===== config.mk =====
export PLATFORM = sky130hd
export DESIGN_NAME = branch_condition_unit_flat
export DESIGN_NICKNAME = d
export VERILOG_FILES = /design/src/rtl/branch_condition_unit_if.sv /design/src/rtl/branch_condition_unit.sv /design/src/flat_wrapper.sv
export SDC_FILE = /design/constraint.sdc
export NUM_CORES = 1
export LEC_CHECK = 0
export ABC_AREA = 1
export ABC_CLOCK_PERIOD_IN_PS = 3500
export CORE_ASPECT_RATIO = 0.6
export CORE_UTILIZATION = 50
export CTS_CLUSTER_SIZE = 14
export DETAILED_ROUTE_END_ITERATION = 8
export PLACE_DENSITY_LB_ADDON = 0.08
export SLEW_MARGIN = 20
export SYNTH_ARGS = -nofsm -noshare
export SYNTH_HDL_FRONTEND = slang
export SYNTH_SLANG_ARGS = --single-unit

===== constraint.sdc =====
create_clock -name clk -period 3.5 [get_ports clk]
set_input_delay 0.525 -clock clk [delete_from_list [all_inputs] [get_ports clk]]
set_output_delay 0.525 -clock clk [all_outputs]
set_load 0.1 [all_outputs]

===== src/rtl/branch_condition_unit_if.sv =====
// Bus between the control unit / PSR side and the branch condition unit.
// The master drives the request, cond, PSR status, ack and clear inputs; the slave returns the result.
interface branch_condition_unit_if #(
    parameter int unsigned CNT_W = 16
);
    logic             req;
    logic [3:0]       cond;
    logic [4:0]       status;
    logic             ack;
    logic             cnt_clr;
    logic             busy;
    logic             valid;
    logic             taken;
    logic             illegal;
    logic [CNT_W-1:0] taken_cnt;

    modport master (
        output req, cond, status, ack, cnt_clr,
        input  busy, valid, taken, illegal, taken_cnt
    );

    modport slave (
        input  req, cond, status, ack, cnt_clr,
        output busy, valid, taken, illegal, taken_cnt
    );
endinterface


===== src/rtl/branch_condition_unit.sv =====
// Resolves a SPARC-style branch cond field against the PSR flags and holds the result until ack.
// Define BCU_FULL_COND_EN to support all 16 cond codes; otherwise only be/bcs/bneg/bvs/ba are legal.
module branch_condition_unit #(
    parameter int unsigned CNT_W  = 16,
    parameter int unsigned SETTLE = 1   // 0..3
) (
    input logic                    clk,
    input logic                    reset,
    branch_condition_unit_if.slave bus
);
    typedef enum logic [1:0] {
        S_IDLE,
        S_SETTLE,
        S_EVAL,
        S_DONE
    } state_e;

    localparam logic [1:0] SETTLE_LD = 2'(SETTLE);

    state_e           state_q, state_d;
    logic [1:0]       settle_q, settle_d;
    logic [3:0]       cond_q, cond_d;
    logic             busy_q, busy_d;
    logic             valid_q, valid_d;
    logic             taken_q, taken_d;
    logic             illegal_q, illegal_d;
    logic [CNT_W-1:0] taken_cnt_q, taken_cnt_d;

    logic flag_n, flag_z, flag_c, flag_v;
    logic eval_taken, eval_illegal;
    logic unused_disp;

    assign flag_n      = bus.status[0];
    assign flag_z      = bus.status[1];
    assign flag_c      = bus.status[2];
    assign flag_v      = bus.status[3];
    assign unused_disp = bus.status[4];

    always_comb begin
        eval_taken   = 1'b0;
        eval_illegal = 1'b0;
`ifdef BCU_FULL_COND_EN
        case (cond_q)
            4'h0:    eval_taken = 1'b0;
            4'h1:    eval_taken = flag_z;
            4'h2:    eval_taken = flag_z | (flag_n ^ flag_v);
            4'h3:    eval_taken = flag_n ^ flag_v;
            4'h4:    eval_taken = flag_c | flag_z;
            4'h5:    eval_taken = flag_c;
            4'h6:    eval_taken = flag_n;
            4'h7:    eval_taken = flag_v;
            4'h8:    eval_taken = 1'b1;
            4'h9:    eval_taken = ~flag_z;
            4'hA:    eval_taken = ~(flag_z | (flag_n ^ flag_v));
            4'hB:    eval_taken = ~(flag_n ^ flag_v);
            4'hC:    eval_taken = ~(flag_c | flag_z);
            4'hD:    eval_taken = ~flag_c;
            4'hE:    eval_taken = ~flag_n;
            default: eval_taken = ~flag_v;
        endcase
`else
        case (cond_q)
            4'h1:    eval_taken = flag_z;
            4'h5:    eval_taken = flag_c;
            4'h6:    eval_taken = flag_n;
            4'h7:    eval_taken = flag_v;
            4'h8:    eval_taken = 1'b1;
            default: eval_illegal = 1'b1;
        endcase
`endif
    end

    always_comb begin
        state_d     = state_q;
        settle_d    = settle_q;
        cond_d      = cond_q;
        busy_d      = busy_q;
        valid_d     = valid_q;
        taken_d     = taken_q;
        illegal_d   = illegal_q;
        taken_cnt_d = taken_cnt_q;

        case (state_q)
            S_IDLE: begin
                if (bus.req) begin
                    cond_d = bus.cond;
                    busy_d = 1'b1;
                    if (SETTLE == 0) begin
                        state_d = S_EVAL;
                    end else begin
                        state_d  = S_SETTLE;
                        settle_d = SETTLE_LD;
                    end
                end
            end
            S_SETTLE: begin
                // Settle lasts exactly SETTLE cycles: leave when the last count is consumed.
                if (settle_q <= 2'd1) begin
                    state_d  = S_EVAL;
                    settle_d = '0;
                end else begin
                    settle_d = settle_q - 2'd1;
                end
            end
            S_EVAL: begin
                state_d   = S_DONE;
                busy_d    = 1'b0;
                valid_d   = 1'b1;
                taken_d   = eval_taken;
                illegal_d = eval_illegal;
                if (eval_taken && (taken_cnt_q != '1)) begin
                    taken_cnt_d = taken_cnt_q + 1'b1;
                end
            end
            default: begin
                if (bus.ack) begin
                    state_d   = S_IDLE;
                    valid_d   = 1'b0;
                    taken_d   = 1'b0;
                    illegal_d = 1'b0;
                end
            end
        endcase

        if (bus.cnt_clr) begin
            taken_cnt_d = '0;
        end
    end

    always_ff @(posedge clk or posedge reset) begin
        if (reset) begin
            state_q     <= S_IDLE;
            settle_q    <= '0;
            cond_q      <= '0;
            busy_q      <= 1'b0;
            valid_q     <= 1'b0;
            taken_q     <= 1'b0;
            illegal_q   <= 1'b0;
            taken_cnt_q <= '0;
        end else begin
            state_q     <= state_d;
            settle_q    <= settle_d;
            cond_q      <= cond_d;
            busy_q      <= busy_d;
            valid_q     <= valid_d;
            taken_q     <= taken_d;
            illegal_q   <= illegal_d;
            taken_cnt_q <= taken_cnt_d;
        end
    end

    assign bus.busy      = busy_q;
    assign bus.valid     = valid_q;
    assign bus.taken     = taken_q;
    assign bus.illegal   = illegal_q;
    assign bus.taken_cnt = taken_cnt_q;
endmodule


===== src/flat_wrapper.sv =====
// flat-port wrapper written by rule: the top's interface ports become plain ports
module branch_condition_unit_flat 
#(
    parameter int unsigned CNT_W  = 16,
    parameter int unsigned SETTLE = 1          
)
  (clk, reset, bus_req, bus_cond, bus_status, bus_ack, bus_cnt_clr, bus_busy, bus_valid, bus_taken, bus_illegal, bus_taken_cnt);
  branch_condition_unit_if #(.CNT_W(CNT_W)) bus_i ();
  input logic clk;
  input logic reset;
  input wire logic [$bits(bus_i.req)-1:0] bus_req;
  input wire logic [$bits(bus_i.cond)-1:0] bus_cond;
  input wire logic [$bits(bus_i.status)-1:0] bus_status;
  input wire logic [$bits(bus_i.ack)-1:0] bus_ack;
  input wire logic [$bits(bus_i.cnt_clr)-1:0] bus_cnt_clr;
  output wire logic [$bits(bus_i.busy)-1:0] bus_busy;
  output wire logic [$bits(bus_i.valid)-1:0] bus_valid;
  output wire logic [$bits(bus_i.taken)-1:0] bus_taken;
  output wire logic [$bits(bus_i.illegal)-1:0] bus_illegal;
  output wire logic [$bits(bus_i.taken_cnt)-1:0] bus_taken_cnt;
  assign bus_i.req = bus_req;
  assign bus_i.cond = bus_cond;
  assign bus_i.status = bus_status;
  assign bus_i.ack = bus_ack;
  assign bus_i.cnt_clr = bus_cnt_clr;
  assign bus_busy = bus_i.busy;
  assign bus_valid = bus_i.valid;
  assign bus_taken = bus_i.taken;
  assign bus_illegal = bus_i.illegal;
  assign bus_taken_cnt = bus_i.taken_cnt;
  branch_condition_unit #(.CNT_W(CNT_W), .SETTLE(SETTLE)) u_core (.clk(clk), .reset(reset), .bus(bus_i));
endmodule

## Word level (Yosys, flattened, before mapping)

Index checks and enable logic that the tools add are counted.

| word-level totals | value |
|---|---|
| memory bits (read-only) | 0 |
| memory bits (writable) | 0 |
| word-level logic and storage cells | 55 |
| memories | 0 |
| register bits after elaboration | 28 |
| latch bits | 0 |

| cells by class | value |
|---|---|
| order comparisons | 1 |
| add/subtract/negate cells | 2 |
| bitwise operators | 1 |
| div/mod/pow operators | 0 |
| shift operators | 0 |
| equal/unequal tests | 10 |
| mux-type cells | 17 |
| reduce and logical (&&, ||, !) cells | 16 |
| multiply operators | 0 |

Operators with widths:

| operator | number |
|---|---|
| 16-bit two-way mux | 3 |
| 16-bit by 1-bit adder with 16-bit output, second input constant | 1 |
| 16-bit inequality test, second input constant | 1 |
| 4-bit by 3-bit equality test with 1-bit output, second input constant | 3 |
| 2-bit AND reduction | 5 |
| 2-bit nonzero test | 5 |
| 2-bit two-way mux | 4 |
| 1-bit case mux with 2 select lines | 4 |
| 2-bit case mux with 3 select lines | 1 |
| 1-bit case mux with 5 select lines | 1 |
| 5-bit OR reduction | 1 |
| 4-bit by 1-bit equality test with 1-bit output, second input constant | 1 |
| 4-bit equality test, second input constant | 1 |
| 2-bit case mux with 2 select lines | 1 |
| 4-bit nonzero test | 1 |
| 1-bit two-way mux | 3 |
| 3-bit AND reduction | 1 |
| 2-bit by 1-bit equality test with 1-bit output, second input constant | 1 |
| 2-bit equality test, second input constant | 1 |
| 2-bit by 1-bit less-or-equal comparator with 1-bit output, second input constant | 1 |
| 2-bit zero test | 1 |
| 2-bit by 1-bit inequality test with 1-bit output, second input constant | 1 |
| 2-bit inequality test, second input constant | 1 |
| 2-bit OR reduction | 1 |
| other kinds (3) | 3 |

## Logic depth before layout (Yosys ltp)

Gate-level depths: netlist (run 1).

| depth | value |
|---|---|
| depth in word-level cells | 6 |
| gate-level depth with buffers | 11 |
| depth with buffers taken out | 10 |

## Worst setup path after synthesis (run 1)

OpenSTA, ideal clock, no wires.

| timing | value |
|---|---|
| kind | flip-flop to flip-flop |
| start point | register u_core.taken_cnt_q[0] (netlist: u_core.bus.taken_cnt[0]) |
| end point | register u_core.taken_cnt_q[5] (netlist: u_core.bus.taken_cnt[5]) |
| slack | 1.277 ns |
| stages on the path, launching flop included | 11 |
| clock period less this slack | 2.223 ns |
| library setup time | 0.069 ns |
| arrival | 2.155 ns |
| path through | dfrtp_1 > ha_1 > nand2_1 > inv_2 > nand2_4 > nor2_8 > nand4_4 > nand3_4 > buf_12 > nand3_1 > nand2_1 |

| on the way | value |
|---|---|
| word-level cells in the longest chain between the ends | 4 |
| elaborated cells on any way between the ends | 8 |
| those cells by class | 1 x add/sub; 1 x eq/ne; 3 x mux; 3 x reduce/logical |

RTL lines:

| what | line | source |
|---|---|---|
| start: declaration | branch_condition_unit.sv:27 | `logic [CNT_W-1:0] taken_cnt_q, taken_cnt_d;` |
| start signal: assignment | branch_condition_unit.sv:148 | `taken_cnt_q <= taken_cnt_d;` |
| 16-bit by 1-bit adder with 16-bit output or 16-bit inequality test (tied branches) | branch_condition_unit.sv:112, branch_condition_unit.sv:111 |  |
| 16-bit two-way mux or 1-bit logical AND (tied branches) | branch_condition_unit.sv:111 | `if (eval_taken && (taken_cnt_q != '1)) begin` |
| 16-bit two-way mux or 2-bit nonzero test (tied branches) | -- |  |
| 16-bit two-way mux or 2-bit AND reduction (tied branches) | -- |  |

Parallel ways exist; a longest one is shown, timed or not. The select of a mux whose other input is x is not followed.
A chain may end at the register's enable or synchronous reset.

## Worst setup path after layout (run 1)

| timing | value |
|---|---|
| start point | register u_core.taken_cnt_q[10] (netlist: u_core.bus.taken_cnt[10]) |
| end point | output bus_taken_cnt[10] |

RTL lines:

| what | line | source |
|---|---|---|
| end: declaration | flat_wrapper.sv:20 | `output wire logic [$bits(bus_i.taken_cnt)-1:0] bus_taken_cnt;` |

No word-level cell between the ends.

==> results.sh, run 1 <==
export IMPL_status="finished, final reports clean"
export IMPL_setup_viol=0
export IMPL_dpl_hpwl_mm=3.176
export IMPL_drt_iter0_drc=134
export IMPL_worst_path_max_delay_cell="clkdlybuf4s50_1"
export IMPL_boundaryPins=34
export IMPL_maxCapViolCount=0
export IMPL_arrival_ps=2000
export IMPL_synth_nets=273
export IMPL_cts_clk_slew_worst_paths_ps=90
export IMPL_hold_violations=0
export IMPL_ctsHoldBuffers=0
export IMPL_r2r_start="u_core.bus.taken_cnt[0]"
export IMPL_cp_start_kind="flip-flop"
export IMPL_r2r_slack_ps=1620
export IMPL_yosys_warnings=0
export IMPL_drt_met1_wl_mm=2.254
export IMPL_avgSynthCellArea_um2=7.266
export IMPL_critPathKind="reg -> out"
export IMPL_crit_buf_inv=1
export IMPL_slew_headroom=0.3516
export IMPL_cp_top_family="buffers and inverters"
export IMPL_rsz0062_at_grt="no"
export IMPL_min_delay_path_depth=2
export IMPL_synth_area_top_cells="dfrtp_1 (38%), nand2_1 (16%), nand3_1 (7.3%)"
export IMPL_post_drt_wl_per_cell_um=12.67
export IMPL_die_w_um=80.43
export IMPL_gp_congestion=0.9092
export IMPL_report_final_slew_viol_count=0
export IMPL_netlist_instances=254
export IMPL_fin_setup_tns_ps=0
export IMPL_pwr_share_clk=0.139
export IMPL_initial_core_util=0.5455
export IMPL_synth_top_area_share=0.3797
export IMPL_syn_area_mm2=0.001846
export IMPL_clock_sinks=28
export IMPL_ys_seq_area_frac=0.3797
export IMPL_vias_per_cell=5.200
export IMPL_h_tree_depth=1
export IMPL_end_kind="output port"
export IMPL_peakVddDrop_v=0.0005169
export IMPL_period_share=0.7221
export IMPL_switchingPower_uw=621.7
export IMPL_holdCritStartpoint="u_core.bus.valid"
export IMPL_crit_start="u_core.bus.taken_cnt[10]"
export IMPL_wl_met3_um=312
export IMPL_r2r_end="u_core.bus.taken_cnt[9]"
export IMPL_fin_area_mm2=0.002228
export IMPL_place_ws_ps=1050
export IMPL_ant_nets=0
export IMPL_max_stage_delay_ps=1200
export IMPL_area_growth_pct=20.75
export IMPL_wl_met2_mm=1.587
export IMPL_drc=0
export IMPL_max_clock_path_buffers=2
export IMPL_power_density_mw_per_mm2=570.2
export IMPL_cts_tree="done"
export IMPL_antenna_found_initial=0
export IMPL_nNetsFinal=306
export IMPL_cp_depth=1
export IMPL_vias=1716
export IMPL_clock_root_buffer="clkbuf_8"
export IMPL_cts_resized=0
export IMPL_diodes=0
export IMPL_power_leakage_nw=1.079
export IMPL_core_area_mm2=0.003383
export IMPL_grt_util_all_layers=0.2357
export IMPL_finalPower_mw=1.271
export IMPL_first_pass_iters=5
export IMPL_pwr_share_seq=0.349
export IMPL_tightest_slew_ps=969.5
export IMPL_place_area_mm2=0.002187
export IMPL_numCtsBuffers=3
export IMPL_post_route_min_period_ps=2527
export IMPL_fin_ws_ps=972.5
export IMPL_row_count=16
export IMPL_drive_gt1_frac=0.07719
export IMPL_grt_max_degree=29
export IMPL_crit_fanout=8
export IMPL_min_path_type="reg -> reg"
export IMPL_first_global_vias=1446
export IMPL_dieArea_mm2=0.003946
export IMPL_top_layer="met4"
export IMPL_crit_path_end="bus_taken_cnt[10]"
export IMPL_critPathRequiredTime_ps=2970
export IMPL_yosysTopAreaCell="dfrtp_1"
export IMPL_ys_ff_latch=28
export IMPL_swShare=0.4893
export IMPL_final_cells=330
export IMPL_post_cts_setup_buffer_count=0
export IMPL_die_h_um=49.06
export IMPL_io_buffers=32
export IMPL_finClkSkew_ps=1.880
export IMPL_comb_power_share=0.512
export IMPL_yosysUniqueCellTypes=31
export IMPL_worst_r2r_path_depth=8
export IMPL_p_int_uw=648.9
export IMPL_worstPathCellList="clkdlybuf4s50_1"
export IMPL_dp_cells=327
export IMPL_worstSkewPairLatency_ps=270
export IMPL_clock_fmax_mhz=395.7
export IMPL_gr_total_overflow=0
export IMPL_grt_pass1_wl_mm=7.065
export IMPL_drt_wl_total_mm=4.180
cell type report:
class	instances	area (um^2)
sequential	28	700.7
clock buffer	3	41.29
timing repair buffer	33	327.8
inverter	29	108.9
fill	315	1155
multi-input combinational	192	993.5
tap	45	56.30
metrics by stage:
step           utilization  hold WS, ps
2_1_floorplan            -        485.8
3_3_place_gp        0.6465        457.7
3_5_place_dp        0.6465        464.5
4_1_cts             0.6587        486.7
5_1_grt             0.6587        520.9
6_report            0.6587        482.8
metal layers:
| layer | global-route usage | up-vias |
|---|---|---|
| li1 | - | 890 |
| met1 | 0.3805 | 769 |
| met2 | 0.3192 | 53 |
| met3 | 0.05981 | 4 |
| met4 | 0.02679 | 0 |
| met5 | 0 | - |
how the worst min path moves through the flow:
stage	end	slack (ps)
4_1_cts	u_core.bus.valid	490
5_1_grt	u_core.bus.taken	520
3_3_place_gp	u_core.bus.valid	460
2_1_floorplan	u_core.settle_q[1]	490
6_report	u_core.bus.valid	480
3_5_place_dp	u_core.bus.valid	460
power by group through the flow:
| stage | logic, mW | registers [mW] | clock network (mW) |
|---|---|---|---|
| after floorplan | 0.333 | 0.627 | 0 |
| after global placement | 0.641 | 0.449 | 0 |
| after detailed placement | 0.650 | 0.450 | 0 |
| after CTS | 0.653 | 0.444 | 0.180 |
| after global routing | 0.718 | 0.454 | 0.193 |
| final | 0.650 | 0.444 | 0.177 |
logic make-up after synthesis:
group / synth area share
XOR/XNOR: 0.02847
flip-flops: 0.3797
AND/OR/NAND/NOR: 0.4251
AO/OA/AOI/OAI: 0.05085
adder cells (fa/ha/maj): 0.03390
buffers and inverters: 0.08203
sequential cells by signal (all words and copies together), names as in the netlist:
signal / cells
u_core.bus.taken_cnt: 16
u_core.cond_q: 4
u_core.settle_q: 2
u_core.state_q: 2
u_core.bus.busy: 1
u_core.bus.illegal: 1
u_core.bus.taken: 1
u_core.bus.valid: 1
cells in the mapped netlist, drive strengths merged:
library cell / number
a21oi: 2
buf: 3
clkbuf: 2
clkinv: 1
dfrtp: 28
ha: 5
inv: 28
nand2: 81
nand3: 32
nand4: 12
nor2: 36
nor3: 4
o211ai: 1
o21a: 1
o21ai: 8
o21bai: 1
o22ai: 1
o31ai: 2
xnor2: 5
xor2: 1
cell usage in the layout, fill, tap and decap left out, types with 2 or more instances in the layout:
cell type	Yosys	routed
nand2_2	2	2
nand2_1	78	78
xnor2_1	5	5
inv_2	5	6
dfrtp_1	28	28
nand3_1	27	27
nand4_1	10	10
inv_1	23	22
nor3_1	4	4
ha_1	5	5
nand3_2	4	4
clkbuf_8	0	3
o31ai_1	2	2
nor2_1	34	34
o21ai_0	7	7
clkdlybuf4s50_1	0	32
a21oi_1	2	2
worst reg2reg max path: stages (launching register included):
cell and delay, ps:
dfrtp_1 470, ha_1 240, nand2_1 90, nor2_1 290
nand4_1 150, nand2_1 90, nand2_1 190, nand3_1 180
nand2_1 80
Note: power is estimated with default switching activity, not from simulation.
==> run 2: changes to the inputs <==
Settings changed: ABC_CLOCK_PERIOD_IN_PS 3500 to 2600.
Clock period 3.5 ns to 2.6 ns, I/O delays scaled along.
==> run 2 against run 1 <==
  * Critical path type is now reg -> reg
  * Clock power increased by 37%
  * Global-route usage increased by 1.2 points
  * Routed wire length increased by 2.8%
  * First-iteration DRC count decreased by 20%
  * Critical endpoint is now u_core.bus.taken_cnt[9]
  * Non-clock buffer count increased by 3
==> results.sh, run 2 (same netlist as run 1, synthesis figures left out) <==
export IMPL_multiInputGateArea_um2=993.5
export IMPL_slew_headroom=0.7296
export IMPL_die_w_um=80.43
export IMPL_regArea_um2=700.7
export IMPL_io_buffers=32
export IMPL_worst_path_max_delay_cell="dfrtp_1"
export IMPL_cts_resized=0
export IMPL_critPathKind="reg -> reg"
export IMPL_post_route_min_period_ps=1847
export IMPL_status="finished, final reports clean"
export IMPL_dpl_hpwl_mm=3.258
export IMPL_arrival_ps=2020
export IMPL_largest_reg_flops=16
export IMPL_fin_setup_tns_ps=0
export IMPL_clock_fmax_mhz=541.5
export IMPL_max_stage_delay_ps=460
export IMPL_critPathRequiredTime_ps=2780
export IMPL_core_area_mm2=0.003383
export IMPL_whs_ps=466.7
export IMPL_first_pass_iters=4
export IMPL_hold_violations=0
export IMPL_drive_gt1_frac=0.1528
export IMPL_die_h_um=49.06
export IMPL_r2r_end="u_core.bus.taken_cnt[9]"
export IMPL_crit_start="u_core.bus.taken_cnt[0]"
export IMPL_numCtsBuffers=3
export IMPL_tightest_slew_ps=401.4
export IMPL_grt_max_degree=29
export IMPL_area_growth_pct=19.25
export IMPL_ctsHoldBuffers=0
export IMPL_grt_pass1_wl_mm=7.431
export IMPL_gr_total_overflow=0
export IMPL_final_common_cell="nand2_1"
export IMPL_r2r_slack_ps=750
export IMPL_cts_tree="done"
export IMPL_max_clock_path_buffers=2
export IMPL_vias_per_cell=5.090
export IMPL_drc=0
export IMPL_drt_iter0_drc=107
export IMPL_initial_core_util=0.5455
export IMPL_first_global_vias=1534
export IMPL_rsz0062_at_grt="no"
export IMPL_drt_wl_total_mm=4.295
export IMPL_crit_top_cell="nand2_1"
export IMPL_maxCapViolCount=0
export IMPL_worstPathCellList="ha_1 -> nand2_1 -> nor2_1 -> nand4_1 -> nand2_1 -> nand2_1 -> nand3_1 -> nand2_1"
export IMPL_final_cells=333
export IMPL_crit_buf_inv=0
export IMPL_power_leakage_nw=1.133
export IMPL_h_tree_depth=1
export IMPL_post_cts_setup_buffer_count=0
export IMPL_clock_sinks=28
export IMPL_power_density_mw_per_mm2=778.8
export IMPL_r2r_start="u_core.bus.taken_cnt[0]"
export IMPL_peakVddDrop_v=0.0007709
export IMPL_clock_root_buffer="clkbuf_8"
export IMPL_n_fill_cell=300
export IMPL_worstSkewPairLatency_ps=280
export IMPL_crit_fanout=9
export IMPL_ant_nets=0
export IMPL_gp_congestion=0.8956
export IMPL_vias=1695
export IMPL_nNetsFinal=309
export IMPL_dp_cells=330
export IMPL_report_final_slew_viol_count=0
export IMPL_grt_util_all_layers=0.2481
export IMPL_cp_start_kind="flip-flop"
export IMPL_dieArea_mm2=0.003946
export IMPL_cts_clk_slew_worst_paths_ps=90
export IMPL_period_share=0.7103
export IMPL_diodes=0
export IMPL_final_cell_mix="nand2_1 (78), nor2_1 (34), dfrtp_1 (28), nand3_1 (27), buf_4 (24)"
export IMPL_min_path_type="in -> async"
export IMPL_post_drt_wl_per_cell_um=12.90
export IMPL_setup_viol=0
export IMPL_end_kind="flip-flop"
export IMPL_row_count=16
export IMPL_worst_r2r_path_depth=8
export IMPL_antenna_found_initial=0
export IMPL_cp_top_family="simple AND/OR/NAND/NOR gates"
export IMPL_finClkSkew_ps=2.998
export IMPL_boundaryPins=34
run 2: cell count changes in the layout (fill, tap and decap cells not counted), sizes merged:
cell and change:
clkdlybuf4s50 -20, buf +23
run 2: final cells by class:
cell class	count	share of cell area
multi-input combinational	192	0.4514
sequential	28	0.3184
timing repair buffer	36	0.1364
inverter	29	0.04946
tap	45	0.02558
clock buffer	3	0.01876
run 2: worst max path at each step:
stage                         endpoint  slack (ps)  cells past startpoint
5_1_grt        u_core.bus.taken_cnt[9]         580                      8
3_5_place_dp   u_core.bus.taken_cnt[9]         710                     11
2_1_floorplan  u_core.bus.taken_cnt[5]         380                     10
6_report       u_core.bus.taken_cnt[9]         750                      8
3_3_place_gp   u_core.bus.taken_cnt[9]         730                     11
4_1_cts        u_core.bus.taken_cnt[9]         770                      8
run 2: layer usage:
layer  track usage  routed length [um]  vias to the layer above
li1              -                   -                      886
met1        0.4177                2344                      748
met2        0.3206                1591                       56
met3       0.05047                 338                        5
met4       0.03869                  20                        0
met5             0                   0                        -
run 2: power breakdown:
part	internal (mW)	switching, mW	total, mW
logic	0.232	0.639	0.872
registers	0.528	0.0715	0.599
clock network	0.104	0.139	0.243
run 2: worst min-delay path: cells and delay by family:
kind,cells,cell delay [ps]
buffers and inverters,3,770
run 2: per-stage QoR:
| step | power (mW) | instance area [um^2] | util | setup WS, ps |
|---|---|---|---|---|
| after floorplan | 1.292 | 1846 | - | 376.6 |
| after global placement | 1.462 | 2160 | 0.6383 | 727.5 |
| after detailed placement | 1.475 | 2160 | 0.6383 | 707.4 |
| after CTS | 1.723 | 2201 | 0.6505 | 771.0 |
| after global routing | 1.839 | 2201 | 0.6505 | 577.2 |
| final | 1.714 | 2201 | 0.6505 | 753.2 |
==> run 3: changes to the inputs <==
Settings changed: ABC_CLOCK_PERIOD_IN_PS 2600 to 1700.
Clock period 2.6 ns to 1.7 ns, I/O delays scaled along.
==> run 3 against run 2 <==
  * Core utilization up 11 points
  * Sequential cell count unchanged
  * Via count up 8.4%
  * Clock power up 60%
  * Worst hold slack worse by 140 ps
  * Combinational power up 80%
  * Fmax up 16%
  * Sequential share of layout area down 3.0 points
  * First-iteration DRC count up 24%
  * Final area up 16%
==> results.sh, run 3 (same netlist as run 1, synthesis figures left out) <==
export IMPL_crit_start="u_core.bus.taken_cnt[0]"
export IMPL_worstPathCellList="ha_4 -> nand2_2 -> inv_2 -> nand2_4 -> nor2_8 -> nand4_4 -> nand3_4 -> nand3_1 -> nand2_1"
export IMPL_die_h_um=49.06
export IMPL_boundaryPins=34
export IMPL_dp_cells=333
export IMPL_first_global_vias=1731
export IMPL_r2r_start="u_core.bus.taken_cnt[0]"
export IMPL_drive_gt1_frac=0.2389
export IMPL_grt_pass1_wl_mm=7.941
export IMPL_crit_fanout=8
export IMPL_grt_util_met1=0.3740
export IMPL_final_cells=338
export IMPL_area_growth_pct=38.85
export IMPL_vias_per_cell=5.435
export IMPL_cts_clk_slew_worst_paths_ps=110
export IMPL_clock_fmax_mhz=630.2
export IMPL_finalPower_mw=2.917
export IMPL_gp_congestion=0.9056
export IMPL_critPathRequiredTime_ps=1870
export IMPL_hold_violations=0
export IMPL_antenna_found_initial=0
export IMPL_critPathKind="reg -> reg"
export IMPL_final_common_cell="nand2_1"
export IMPL_power_leakage_nw=1.177
export IMPL_vias=1837
export IMPL_setup_viol=0
export IMPL_clock_sinks=28
export IMPL_nNetsFinal=313
export IMPL_clock_root_buffer="clkbuf_8"
export IMPL_drt_iter0_drc=133
export IMPL_finClkSkew_ps=11.97
export IMPL_initial_core_util=0.5455
export IMPL_period_share=0.9334
export IMPL_rsz0062_at_grt="no"
export IMPL_grt_busiest_layer="met2"
export IMPL_power_density_mw_per_mm2=1138
export IMPL_status="finished, final reports clean"
export IMPL_slew_headroom=0.7239
export IMPL_worst_path_max_delay_cell="dfrtp_4"
export IMPL_met3_usage=0.07290
export IMPL_h_tree_depth=1
export IMPL_diodes=0
export IMPL_row_count=16
export IMPL_max_clock_path_buffers=2
export IMPL_tightest_slew_ps=410.6
export IMPL_gr_total_overflow=0
export IMPL_dpl_hpwl_mm=3.390
export IMPL_peakVddDrop_v=0.001194
export IMPL_ant_nets=0
export IMPL_cts_tree="done"
export IMPL_dieArea_mm2=0.003946
export IMPL_max_stage_delay_ps=540
export IMPL_numCtsBuffers=3
export IMPL_largest_reg_flops=16
export IMPL_worstSkewPairLatency_ps=280
export IMPL_final_cell_mix="nand2_1 (76), nor2_1 (31), nand3_1 (27), inv_1 (23), buf_12 (20)"
export IMPL_grt_max_degree=29
export IMPL_cp_start_kind="flip-flop"
export IMPL_post_route_min_period_ps=1587
export IMPL_min_path_type="in -> async"
export IMPL_die_w_um=80.43
export IMPL_first_pass_iters=4
export IMPL_end_kind="flip-flop"
export IMPL_arrival_ps=1760
export IMPL_drc=0
export IMPL_worst_r2r_path_depth=9
export IMPL_core_area_mm2=0.003383
export IMPL_drt_wl_total_mm=4.701
export IMPL_report_final_slew_viol_count=0
export IMPL_post_drt_wl_per_cell_um=13.91
export IMPL_grt_util_met2=0.3983
export IMPL_maxCapViolCount=0
export IMPL_io_buffers=32
export IMPL_grt_util_all_layers=0.2618
==> run 3: final timing paths <==
| kind | end | slack, ps |
|---|---|---|
| worst max-delay path | u_core.bus.taken_cnt[5] | 110 |
| worst min-delay path | u_core.bus.taken_cnt[0] | 330 |
| worst max register to register | u_core.bus.taken_cnt[5] | 110 |
| worst min register to register | u_core.settle_q[1] | 510 |
| max in group asynchronous | u_core.bus.taken_cnt[4] | 1070 |
| min in group clk | u_core.cond_q[2] | 500 |
==> run 3: cell type report <==
class / instances / area, um^2
Clock buffer: 4 / 45.04
Inverter: 29 / 108.9
Fill cell: 264 / 820.8
Sequential cell: 28 / 738.2
Multi-Input combinational cell: 193 / 1041
Timing Repair Buffer: 39 / 573.1
Tap cell: 45 / 56.30
==> run 3: critical path, delay by kind of cell, from the launching register on <==
family	cells	cell delay, ps
buf+inv	1	60
simple gates	7	690
flops	1	540
fa+ha+maj	1	180
==> run 3: timing repair <==
item / 4_1_cts / 5_1_grt
hold buffers: 0 / 0
setup buffers: 0 / 0
setup endpoints to repair: 0 / 13
resized for setup: 0 / 5
==> run 3: per-stage QoR <==
step	setup slack (ps)	TNS [ps]	utilization	area [um^2]	hold WS [ps]
after floorplan	-21.02	-118.2	-	1901	319.9
after global placement	30.14	0	0.7352	2487	498.5
after detailed placement	-9.281	-23.45	0.7352	2487	503.6
after CTS	60.69	0	0.7485	2532	345.3
after global routing	2.458	0	0.7574	2562	384.2
final	113.3	0	0.7574	2562	328.6
==> run 3: per-layer routing <==
| metal | vias to the layer above | wire length, um |
|---|---|---|
| li1 | 905 | - |
| met1 | 848 | 2193 |
| met2 | 78 | 2044 |
| met3 | 6 | 427 |
| met4 | 0 | 36 |
| met5 | - | 0 |
==> run 3: power by group <==
part           leakage (nW)  internal [mW]  switching [mW]
registers             0.345          0.812           0.145
clock network        0.0228          0.169           0.220
logic                 0.810          0.533            1.04
total                  1.18           1.51            1.40
